**src/rtl/cups_pipe_pkg.sv**
```systemverilog
// rtl/cups_pipe_pkg.sv - shared opcodes, field helpers and hazard-control state encoding
package cups_pipe_pkg;

  localparam logic [15:0] NOP = 16'h0000;

  localparam logic [3:0] OP_ADD  = 4'h0;
  localparam logic [3:0] OP_SUB  = 4'h1;
  localparam logic [3:0] OP_AND  = 4'h2;
  localparam logic [3:0] OP_OR   = 4'h3;
  localparam logic [3:0] OP_ADDI = 4'h4;
  localparam logic [3:0] OP_LW   = 4'h5;
  localparam logic [3:0] OP_SW   = 4'h6;
  localparam logic [3:0] OP_BRZ  = 4'h7;
  localparam logic [3:0] OP_JMP  = 4'h8;

  typedef enum logic [1:0] {
    ST_RUN   = 2'd0,
    ST_FLUSH = 2'd1,
    ST_IWAIT = 2'd2
  } hz_state_t;

  function automatic logic [3:0] f_opcode(input logic [15:0] instr);
    return instr[15:12];
  endfunction

  function automatic logic [3:0] f_rd(input logic [15:0] instr);
    return instr[11:8];
  endfunction

  function automatic logic [3:0] f_rs(input logic [15:0] instr);
    return instr[7:4];
  endfunction

  function automatic logic [3:0] f_rt(input logic [15:0] instr);
    return instr[3:0];
  endfunction

  // Only register-register ALU ops and stores read the rt field as a source.
  function automatic logic uses_rt(input logic [3:0] opcode);
    return (opcode == OP_ADD) || (opcode == OP_SUB) || (opcode == OP_AND) ||
           (opcode == OP_OR)  || (opcode == OP_SW);
  endfunction

endpackage

```
**src/rtl/load_use_detect.sv**
```systemverilog
// rtl/load_use_detect.sv - flags a load in ID/EX whose result the IF/ID instruction reads
module load_use_detect
  import cups_pipe_pkg::*;
(
  input  logic [15:0] ifid_instr,
  input  logic        idex_memread,
  input  logic [3:0]  idex_rd,
  output logic        hazard
);

  logic rs_hit;
  logic rt_hit;
  logic is_nop;

  assign rs_hit = (idex_rd == f_rs(ifid_instr));
  assign rt_hit = uses_rt(f_opcode(ifid_instr)) && (idex_rd == f_rt(ifid_instr));
  // A flushed slot never interlocks; its source fields are r0 anyway.
  assign is_nop = (ifid_instr == NOP) && (f_rd(ifid_instr) == 4'd0);

  assign hazard = idex_memread && (idex_rd != 4'd0) && !is_nop && (rs_hit || rt_hit);

endmodule

```
**src/rtl/pipe_hazard_ctrl.sv**
```systemverilog
// rtl/pipe_hazard_ctrl.sv - stall/flush/bubble sequencing for the front of the 16-bit pipeline
module pipe_hazard_ctrl
  import cups_pipe_pkg::*;
#(
  parameter int BR_PENALTY = 2,
  parameter int WAIT_MAX   = 15,
  parameter int CNT_W      = 16
) (
  input  logic             clk,
  input  logic             reset,
  input  logic [15:0]      ifid_instr,
  input  logic             idex_memread,
  input  logic [3:0]       idex_rd,
  input  logic             ex_br_taken,
  input  logic             imem_ready,
  input  logic             perf_clr,
  output logic             pc_stall,
  output logic             ifid_stall,
  output logic             ifid_flush,
  output logic             idex_bubble,
  output logic             imem_timeout,
  output logic [CNT_W-1:0] stall_cycles
);

  localparam int BR_W   = (BR_PENALTY > 2) ? $clog2(BR_PENALTY - 1) : 1;
  localparam int WAIT_W = $clog2(WAIT_MAX + 1);
  localparam logic [BR_W-1:0]   BR_RELOAD = BR_W'((BR_PENALTY > 1) ? BR_PENALTY - 2 : 0);
  localparam logic [WAIT_W-1:0] WAIT_LIM  = WAIT_W'(WAIT_MAX);

  hz_state_t         state, state_nx;
  logic [BR_W-1:0]   br_cnt, br_cnt_nx;
  logic [WAIT_W-1:0] wait_cnt, wait_cnt_nx;
  logic              timeout_nx;
  logic [CNT_W-1:0]  stall_nx;
  logic              hazard;

  load_use_detect u_load_use_detect (
    .ifid_instr   (ifid_instr),
    .idex_memread (idex_memread),
    .idex_rd      (idex_rd),
    .hazard       (hazard)
  );

  always_ff @(posedge clk or negedge reset) begin
    if (!reset) begin
      state        <= ST_RUN;
      br_cnt       <= '0;
      wait_cnt     <= '0;
      imem_timeout <= 1'b0;
      stall_cycles <= '0;
    end else begin
      state        <= state_nx;
      br_cnt       <= br_cnt_nx;
      wait_cnt     <= wait_cnt_nx;
      imem_timeout <= timeout_nx;
      stall_cycles <= stall_nx;
    end
  end

  always_comb begin
    state_nx    = state;
    br_cnt_nx   = br_cnt;
    wait_cnt_nx = '0;
    timeout_nx  = imem_timeout;
    pc_stall    = 1'b0;
    ifid_stall  = 1'b0;
    ifid_flush  = 1'b0;
    idex_bubble = 1'b0;
    stall_nx    = stall_cycles;

    case (state)
      ST_RUN: begin
        if (ex_br_taken) begin
          if (BR_PENALTY > 1) begin
            state_nx  = ST_FLUSH;
            br_cnt_nx = BR_RELOAD;
          end
        end else if (!imem_ready) begin
          state_nx = ST_IWAIT;
        end
      end
      ST_FLUSH: begin
        if (ex_br_taken) begin
          br_cnt_nx = BR_RELOAD;
        end else if (br_cnt == '0) begin
          state_nx = imem_ready ? ST_RUN : ST_IWAIT;
        end else begin
          br_cnt_nx = br_cnt - BR_W'(1);
        end
      end
      ST_IWAIT: begin
        if (ex_br_taken) begin
          state_nx  = (BR_PENALTY > 1) ? ST_FLUSH : ST_RUN;
          br_cnt_nx = BR_RELOAD;
        end else if (imem_ready) begin
          state_nx = ST_RUN;
        end else begin
          wait_cnt_nx = (wait_cnt == WAIT_LIM) ? wait_cnt : wait_cnt + WAIT_W'(1);
          if (wait_cnt_nx == WAIT_LIM) timeout_nx = 1'b1;
        end
      end
      default: state_nx = ST_RUN;
    endcase

    // Branch outranks fetch wait, which outranks load-use; all forced low in reset.
    if (reset) begin
      if (ex_br_taken) begin
        ifid_flush  = 1'b1;
        idex_bubble = 1'b1;
      end else if (state == ST_FLUSH) begin
        ifid_flush = 1'b1;
        pc_stall   = !imem_ready;
      end else if (state == ST_IWAIT || !imem_ready) begin
        pc_stall   = 1'b1;
        ifid_flush = 1'b1;
      end else if (hazard) begin
        pc_stall    = 1'b1;
        ifid_stall  = 1'b1;
        idex_bubble = 1'b1;
      end
    end

    if (perf_clr) begin
      stall_nx = '0;
    end else if ((pc_stall || ifid_flush) && (stall_cycles != '1)) begin
      stall_nx = stall_cycles + CNT_W'(1);
    end
  end

endmodule

```
**config.mk**
```make
export PLATFORM = sky130hd
export DESIGN_NAME = pipe_hazard_ctrl
export DESIGN_NICKNAME = d
export VERILOG_FILES = /design/src/rtl/cups_pipe_pkg.sv /design/src/rtl/load_use_detect.sv /design/src/rtl/pipe_hazard_ctrl.sv
export SDC_FILE = /design/constraint.sdc
export NUM_CORES = 1
export LEC_CHECK = 0
export ABC_AREA = 1
export CAP_MARGIN = 15
export CORE_MARGIN = 4
export CORE_UTILIZATION = 50
export CTS_BUF_LIST = sky130_fd_sc_hd__clkbuf_8
export DETAILED_ROUTE_END_ITERATION = 10
export HOLD_SLACK_MARGIN = 0.02
export PLACE_DENSITY_LB_ADDON = 0.08
export SLEW_MARGIN = 20
export SYNTH_ARGS = -nofsm -noshare
export SYNTH_HDL_FRONTEND = slang
export SYNTH_SLANG_ARGS = --single-unit
```
**constraint.sdc**
```tcl
create_clock -name clk -period 2.2 [get_ports clk]
set_input_delay 0.33 -clock clk [delete_from_list [all_inputs] [get_ports clk]]
set_output_delay 0.33 -clock clk [all_outputs]
set_load 0.05 [all_outputs]
```
==> results.tsv, run 1 <==
metric	value	unit
outcome	finished clean	
number of CTS-inserted buffers	3	
row cnt	20	
core area	0.00315	mm²
Pwr Density	385	mW/mm²
vias in the first global route	1623	
worst-case clock buffer depth	2	
clock sinks	23	
Final period util	96.4	%
Crit Path Max Fanout	3	
reg-to-reg slack, setup	0.22	ns
RSZ-0062 raised after global routing	false	
area of the multi-input gates	966	µm²
DIE HEIGHT	66.4	µm
WP data arrival	1.79	ns
WL final	3.96	mm
synthesized area per cell	6.87	µm²
critical path capture point type	output port	
setup TNS	0	ns
fin. max-slew vios	0	
cts hold-fix bufs	0	
CTS tree	done	
yosys warns	0	
Synth Register Bits	23	
Area growth syn-to-layout	37.9	%
CP startpoint kind	input port	
Detailed Routing Iterations Pass 1	4	
Layout Nets	326	
detailed placement HPWL	3.00	mm
Setup Crit Path Kind	in2out	
cells after synthesis	248	
Final setup viols	0	
largest stage delay on the critical path	0.49	ns
Max stage delay cell, worst path	clkdlybuf4s50_1	
Antenna Nets Post-Route	0	
gr usage total	19.6	%
Fillers	280	
Finished Core Util	74.5	%
family with the most delay on the worst path	simple AND/OR/NAND/NOR gates	
H-tree depth	1	
maxcap violations	0	
Remaining DRCs	0	
clk slew on worst S/H paths	0.07	ns
worst slack, placed	0.0654	ns
worst vdd ir	0.271	mV
EDFF count, synth	0	
clk_skew	0.00604	ns
Final Hold Vio Count	0	
share of cells above drive strength 1	10.1	%
Critical Path RT	1.87	ns
final worst setup slack	0.0795	ns
normalized max-slew margin	66.4	%
Vias/cell	4.99	
critical-path cell list	clkdlybuf4s50_1 > nor3b_1 > nand3_2 > nor3_4 > clkbuf_16	
antenna diode count	0	
Max Fclk	472	MHz
area of the die	0.00441	mm²
grt ovf	0	
first-pass GRT wire length	6.76	mm
Die W	66.4	µm
Mapped Area	0.00170	mm²
antenna violations before repair	0	
Slew @ Worst Pin	0.503	ns
Seq. cell area	576	µm²
1st-iter DRT viols	85	
Top FF cell, synth	dfrtp_1	
Final min period	2.12	ns
Post-synth ARST share	100	%
via count	1703	
Starting Density	54.0	%
WL per Instance	11.6	µm
post-CTS sizing	0	
HP Class	reg2reg	
Final Wtd Congestion	0.851	
CTS root buf	clkbuf_8	
CP bufs+invs	2	
Clk Latency, worst-skew pair	0.26	ns
Lkg Pwr	0.00130	µW
Port Buf Inserts	46	
postcts setup bufs	0	
Netlist cell types	26	
register area share after synthesis	33.8	%
I/O pin total	47	
syn_nets	276	
largest net degree at the start of global routing	33	
[synthesized netlist by cell type (all sizes together), types with 2 or more instances]
cell type	n	area, µm²
nand2	57	226
inv	39	146
nor2	36	138
nand3	29	150
dfrtp	23	576
nand4	20	140
xor2	18	158
a21oi	7	35.0
buf	6	35.0
nor3	3	15.0
ha	2	25.0
nor3b	2	26.3
o21ai	2	10.0
[layout make-up]
class | instances | share of cell area, %
well taps | 44 | 2.34
clock inverters | 1 | 0.160
repair buffers | 52 | 23.7
multi-input cells | 178 | 41.1
clock buffers | 3 | 1.76
flip-flops and latches | 23 | 24.5
inverters | 40 | 6.39
[worst paths after layout]
path | to | start | cells past startpoint
worst min-delay path | imem_timeout$_DFFE_PN0P_ | imem_timeout$_DFFE_PN0P_ | 1
max in group asynchronous | stall_cycles[4]$_DFFE_PN0P_ | reset | 2
worst max-delay path | ifid_stall | imem_ready | 5
worst min register to register | imem_timeout$_DFFE_PN0P_ | imem_timeout$_DFFE_PN0P_ | 1
worst max register to register | stall_cycles[15]$_DFFE_PN0P_ | stall_cycles[1]$_DFFE_PN0P_ | 9
min in group asynchronous | wait_cnt[3]$_DFF_PN0_ | reset | 2
[sequential cells by signal (all words and copies together), names as in the netlist]
signal	flops
imem_timeout	1
stall_cycles	16
state	2
wait_cnt	4
[cells by family after synthesis]
kind of cell	synth area share, %
DFF	33.8
xor gates and xnor gates	9.25
adders and majority gates	1.47
buffers and inverters	11.1
and+or+nand+nor	40.8
AOI/OAI and AO/OA	3.60
[per-layer routing]
metal / share of wire [%] / vias up / global-route usage [%]
met5: 0 / - / 0
met4: 1.1 / 0 / 6.35
met3: 3.5 / 4 / 2.89
met2: 48 / 38 / 32.2
met1: 48 / 775 / 26.1
li1: - / 886 / -
[stage by stage]
step / area, µm² / hold WS, ns / power [µW] / std cells
after CTS: 2320 / 0.478 / 913 / 341
after floorplan: 1710 / 0.0344 / 550 / 248
after global routing: 2350 / 0.498 / 949 / 341
after global placement: 2270 / 0.455 / 654 / 337
after detailed placement: 2270 / 0.461 / 657 / 337
final: 2350 / 0.472 / 905 / 341
[worst reg2reg max path, delay by kind of cell (launching register included)]
kind / cells / cell delay, ns
AND/OR/NAND/NOR: 8 / 1.24
flip-flops: 1 / 0.42
adder cells (fa/ha/maj): 1 / 0.26
[report_power, final]
part | switching (µW) | internal [µW]
clock network | 130 | 125
registers | 6.97 | 429
logic | 120 | 94.4
total | 257 | 648
[cell usage in the layout, fill, tap and decap left out, drive strengths merged]
master | synthesis | layout
nand2 | 57 | 57
ha | 2 | 2
clkdlybuf4s50 | 0 | 39
o21ai | 2 | 2
buf | 6 | 9
nor3 | 3 | 3
o21bai | 1 | 1
nand3 | 29 | 29
inv | 39 | 40
nor3b | 2 | 2
nand4 | 20 | 20
xor2 | 18 | 18
a21oi | 7 | 7
dlymetal6s2s | 0 | 3
clkbuf | 1 | 4
clkinv | 1 | 1
dfrtp | 23 | 23
nor2 | 36 | 36
a31o | 1 | 1
Note: power is estimated with default switching activity, not from simulation.
==> run 2, diff against run 1 <==
- ABC_AREA: 1 -> default
- CORE_UTILIZATION: 50 -> 65
- DONT_BUFFER_PORTS: default -> 1
==> run 2 against run 1 <==
Compared with the run above: cell count fell by 38%; flip-flop and latch count did not move; die area fell by 29%; via count fell by 18%; area after synthesis fell by 12%; largest cell class unchanged; highest routed layer unchanged.
==> results.tsv, run 2 <==
metric	value	unit
yosys warns	0	
Clk Latency, worst-skew pair	0.26	ns
WP data arrival	1.75	ns
CP startpoint kind	input port	
Synth Register Bits	23	
Antenna Nets Post-Route	0	
clk_skew	0.00257	ns
HP Class	in2async	
row cnt	17	
worst vdd ir	0.545	mV
Mapped Area	0.00149	mm²
largest stage delay on the critical path	0.25	ns
Area growth syn-to-layout	17.5	%
Worst Reg-to-Reg Cells	7	
Critical Path RT	1.87	ns
via count	1391	
largest registers	stall_cycles x16, wait_cnt x4, state x2	
count leader, synth	dfrtp_1	
area share of fa/ha/maj cells after synthesis	1.68	%
largest cells by area after synthesis	dfrtp_1 39%, xor2_1 5.3%, or4_1 5.0%	
Port Buf Inserts	0	
outcome	finished clean	
P_sw	212	µW
WL per Instance	17.4	µm
WL final	3.70	mm
Largest Register	stall_cycles	
normalized max-slew margin	64.0	%
mux cell area share after synthesis	5.12	%
Comb pwr share	14.1	%
critical path capture point type	output port	
1st-iter DRT viols	73	
CP bufs+invs	1	
Detailed Routing Iterations Pass 1	4	
Fillers	152	
vias in the first global route	1480	
Lkg Pwr	0.000743	µW
detailed placement HPWL	2.80	mm
Critical Path Stages	7	
Final Hold Vio Count	0	
maxcap violations	0	
Reg power frac	53.9	%
area leader, netlist	dfrtp_1	
gr usage total	25.5	%
Slew @ Worst Pin	0.533	ns
Max Fclk	481	MHz
Final min period	2.08	ns
Max stage delay cell, worst path	nor4_2	
Starting Density	68.1	%
post-synth top area share	38.6	%
Post-Place Cell Area	0.00170	mm²
H-tree depth	1	
design area	0.00175	mm²
I/O pin total	47	
post-synthesis simple-gate area fraction	28.0	%
grt ovf	0	
Remaining DRCs	0	
family with the most delay on the worst path	simple AND/OR/NAND/NOR gates	
Int Power	592	µW
xor and xnor area share after synthesis	6.46	%
Final Wtd Congestion	0.882	
CTS tree	done	
RSZ-0062 raised after global routing	false	
commonest cells after routing, fill and taps aside	20 x dfrtp_1, 20 x buf_4, 13 x nor2_1, 12 x a21oi_1, 11 x nand2_1	
Final period util	94.4	%
most instantiated cells after synthesis	23 x dfrtp_1, 13 x nor2_1, 12 x a21oi_1, 11 x nand2_1, 10 x or4_1	
main combinational cell family by area after synthesis	simple AND/OR/NAND/NOR gates	
cells after synthesis	163	
CTS root buf	clkbuf_8	
Crit Path Max Fanout	3	
fin. max-slew vios	0	
flip-flop count of the largest register after layout	16	
EDFF count, synth	0	
clock sinks	23	
Final Power	804	µW
antenna violations before repair	0	
Die W	55.9	µm
first-pass GRT wire length	6.47	mm
Synth Area in Compound Gates	16.7	%
critical-path cell list	xor2_1 > nor4_2 > a31o_2 > nand4_1 > nor3_2 > and3_1 > buf_12	
core area	0.00219	mm²
number of CTS-inserted buffers	3	
register area share after synthesis	38.6	%
Netlist cell types	39	
Clock power frac	32.0	%
setup TNS	0	ns
area of the die	0.00312	mm²
syn_nets	191	
Top FF cell, synth	dfrtp_1	
clk slew on worst S/H paths	0.08	ns
Layout Nets	214	
Switching Share	26.3	%
DIE HEIGHT	55.9	µm
worst-case clock buffer depth	2	
Vias/cell	6.53	
Pwr Density	459	mW/mm²
share of cells above drive strength 1	21.1	%
Setup Crit Path Kind	in2out	
Post-synth ARST share	100	%
synthesized area per cell	9.15	µm²
antenna diode count	0	
largest net degree at the start of global routing	25	
Final setup viols	0	
[run 2: changes by cell type in the layout (fill, tap and decap cells not counted), sizes merged, moves of 6 or more]
cell	change
inv	-33
nand3	-24
or4	+10
nor4	+6
buf	+14
clkdlybuf4s50	-39
nand2	-46
xor2	-9
o31ai	+9
nor2	-23
nand4	-15
[run 2: repair_timing]
item,CTS,global route
setup endpoints to repair,0,1
hold endpoints to repair,23,0
hold buffers,1,0
buffers inserted,0,0
gates resized for setup,0,1
[run 2: cell type report]
| cell class | count | area, µm² | area share, % |
|---|---|---|---|
| Multi-Input combinational cell | 129 | 876 | 50.0 |
| Sequential cell | 23 | 579 | 33.0 |
| Timing Repair Buffer | 23 | 195 | 11.1 |
| Clock buffer | 3 | 41.3 | 2.36 |
| Tap cell | 28 | 35.0 | 2.00 |
| Inverter | 6 | 22.5 | 1.28 |
| Clock inverter | 1 | 3.75 | 0.214 |
[run 2: kinds of logic after synthesis]
| logic type | count (synthesis) |
|---|---|
| multiplexers | 7 |
| adder cells (fa/ha/maj) | 2 |
| AO/OA/AOI/OAI | 35 |
| AND/OR/NAND/NOR | 74 |
| buffers and inverters | 11 |
| flip-flops | 23 |
| XOR/XNOR | 11 |
[run 2: worst paths after layout]
kind                                             from                           end  slack (ns)
worst max-delay path                       idex_rd[0]                    ifid_stall        0.12
worst min-delay path                            reset   stall_cycles[4]$_DFFE_PN0P_        0.02
worst max register to register   state[1]$_DFFE_PN0P_  stall_cycles[12]$_DFFE_PN0P_        0.13
worst min register to register  wait_cnt[3]$_DFF_PN0_         wait_cnt[3]$_DFF_PN0_        0.55
max in group asynchronous                       reset   stall_cycles[0]$_DFFE_PN0P_        1.82
min in group clk                             perf_clr   stall_cycles[2]$_DFFE_PN0P_        0.11
[run 2: metrics by stage]
step	hold slack, ns	util (%)	worst slack [ns]	cells
detailed placement	0.0352	77.5	0.100	208
global placement	0.0350	77.5	0.152	208
finish	0.0187	80.0	0.122	213
floorplan	0.0344	-	0.00681	163
global route	0.0524	80.0	0.00957	213
CTS	0.109	80.0	0.0970	213
[run 2: routing by layer]
| metal | vias up | GRT usage [%] | wire length [µm] |
|---|---|---|---|
| met4 | 0 | 9.15 | 55 |
| met1 | 670 | 28.6 | 1390 |
| li1 | 653 | - | - |
| met3 | 6 | 6.73 | 312 |
| met2 | 62 | 46.3 | 1940 |
| met5 | - | 0 | 0 |
[run 2: power groups by stage]
| stage | Sequential [µW] | Clock (µW) | Combinational (µW) |
|---|---|---|---|
| after floorplan | 450 | 0 | 74.2 |
| after global placement | 441 | 0 | 98.0 |
| after detailed placement | 442 | 0 | 103 |
| after CTS | 433 | 262 | 113 |
| after global routing | 434 | 279 | 124 |
| final | 433 | 257 | 113 |
==> run 3, diff against run 2 <==
- TNS_END_PERCENT: default -> 10
==> run 3 against run 2 <==
Compared with the run above: sequential power hardly changed; critical path type unchanged; hold slack better by 0.017 ns; fmax decreased by 0.85%; critical endpoint unchanged; non-clock buffer count up 1; critical path depth stayed put; combinational power barely moved; wire length grew 6.8%; power up 0.64%; via count rose by 1.5%; setup slack got worse by 0.018 ns.
==> results.tsv, run 3 (synthesis results as in run 2) <==
metric	value	unit
Starting Density	68.1	%
Port Buf Inserts	0	
vias in the first global route	1467	
Final Hold Vio Count	0	
CP startpoint kind	input port	
normalized max-slew margin	62.8	%
Remaining DRCs	0	
critical-path cell list	xor2_1 > nor4_2 > a31o_2 > nand4_1 > nor3_2 > and3_1 > buf_12	
detailed placement HPWL	2.93	mm
core area	0.00219	mm²
Max stage delay cell, worst path	nor4_2	
H-tree depth	1	
Antenna Nets Post-Route	0	
Final Hold Slack	0.0354	ns
largest net degree at the start of global routing	25	
final worst setup slack	0.105	ns
Pwr Density	457	mW/mm²
antenna violations before repair	0	
Fillers	153	
worst slack, placed	-0.0287	ns
outcome	finished clean	
largest registers	stall_cycles x16, wait_cnt x4, state x2	
clock sinks	23	
row cnt	17	
number of CTS-inserted buffers	3	
WP data arrival	1.77	ns
antenna diode count	0	
grt ovf	0	
Setup crit start	idex_rd[0]	
Detailed Routing Iterations Pass 1	4	
Final period util	95.2	%
Slew @ Worst Pin	0.552	ns
Die W	55.9	µm
WL per Instance	18.5	µm
Max Fclk	477	MHz
Setup Crit Path Kind	in2out	
gr usage total	26.8	%
area of the die	0.00312	mm²
WL final	3.95	mm
worst vdd ir	0.554	mV
Lkg Pwr	0.000755	µW
postcts setup bufs	0	
maxcap violations	0	
Final Wtd Congestion	0.864	
clk_skew	0.00145	ns
fin. max-slew vios	0	
share of cells above drive strength 1	21.5	%
DIE HEIGHT	55.9	µm
first-pass GRT wire length	6.78	mm
Crit Path Max Fanout	3	
Vias/cell	6.60	
largest stage delay on the critical path	0.26	ns
Worst Reg-to-Reg Cells	7	
Final min period	2.10	ns
CTS root buf	clkbuf_8	
clk slew on worst S/H paths	0.08	ns
HP Class	in2async	
commonest cells after routing, fill and taps aside	23 x dfrtp_1, 21 x buf_4, 13 x nor2_1, 12 x a21oi_1, 11 x nand2_1	
1st-iter DRT viols	94	
Clk Latency, worst-skew pair	0.26	ns
Area growth syn-to-layout	18.6	%
via count	1412	
Reg-to-Reg Start	state[1]$_DFFE_PN0P_	
Layout Nets	215	
worst-case clock buffer depth	2	
CTS tree	done	
Final setup viols	0	
critical path capture point type	output port	
Largest Register	stall_cycles	
flip-flop count of the largest register after layout	16	
Critical Path RT	1.87	ns
most common cell after layout, fill and taps aside	dfrtp_1	
I/O pin total	47	
[run 3: cell count changes in the layout (fill, tap and decap cells not counted)]
cell / before / now
o21ai_1: 1 / 0
xor2_1: 9 / 8
dfrtp_2: 3 / 0
inv_1: 7 / 6
o21ai_2: 0 / 1
dfrtp_1: 20 / 23
buf_4: 20 / 21
clkinv_2: 0 / 1
xor2_2: 0 / 1
[run 3: layout make-up]
class	instances	area [µm²]	area share [%]
multi-input combinational	129	887	50.1
tap	28	35.0	1.98
clock inverter	1	5.00	0.283
sequential	23	576	32.5
clock buffer	3	41.3	2.33
inverter	6	22.5	1.27
timing repair buffer	24	203	11.5
[run 3: worst max-delay path, delay by kind of cell]
kind	cells	cell delay (ns)
compound gates	1	0.22
xor+xnor	1	0.16
buf+inv	1	0.15
simple gates	4	0.90
[run 3: path summary, 6_finish.rpt]
path / slack, ns / end
max: 0.10 / ifid_stall
max in group asynchronous: 1.82 / stall_cycles[2]$_DFFE_PN0P_
min reg2reg: 0.56 / state[1]$_DFFE_PN0P_
max reg2reg: 0.15 / stall_cycles[8]$_DFFE_PN0P_
min in group clk: 0.12 / state[1]$_DFFE_PN0P_
min: 0.04 / stall_cycles[10]$_DFFE_PN0P_
[run 3: stage by stage]
step                      utilization, %  TNS (ns)  cells  instance area (µm²)  total power (µW)
after detailed placement            77.7   -0.0287    209                 1700               543
after global placement              77.7         0    209                 1700               537
final                               80.8         0    214                 1770               809
after global routing                80.8  -0.00143    214                 1770               846
after floorplan                        -  -0.00932    163                 1500               524
after CTS                           80.4         0    214                 1760               813
[run 3: where the power goes]
group / internal (µW) / leakage [µW] / total (µW) / switching, µW
clock: 126 / 0.0000255 / 262 / 136
combinational: 39.7 / 0.000412 / 114 / 73.8
sequential: 427 / 0.000318 / 434 / 6.35
total: 593 / 0.000755 / 809 / 216
[run 3: routing by layer]
metal / global-route usage (%) / wire length (µm) / vias up
met5: 0 / 0 / -
met4: 9.83 / 64 / 0
met3: 6.26 / 272 / 6
met2: 45.1 / 1990 / 56
met1: 33.5 / 1620 / 688
li1: - / - / 662
[run 3: timing repair]
item | 4_1_cts | 5_1_grt
cloned | 0 | 0
endpoints found under the hold margin | 23 | 0
setup endpoints to repair | 1 | 1
pin swaps | 0 | 0
gates resized for setup | 1 | 2
hold buffers | 1 | 0
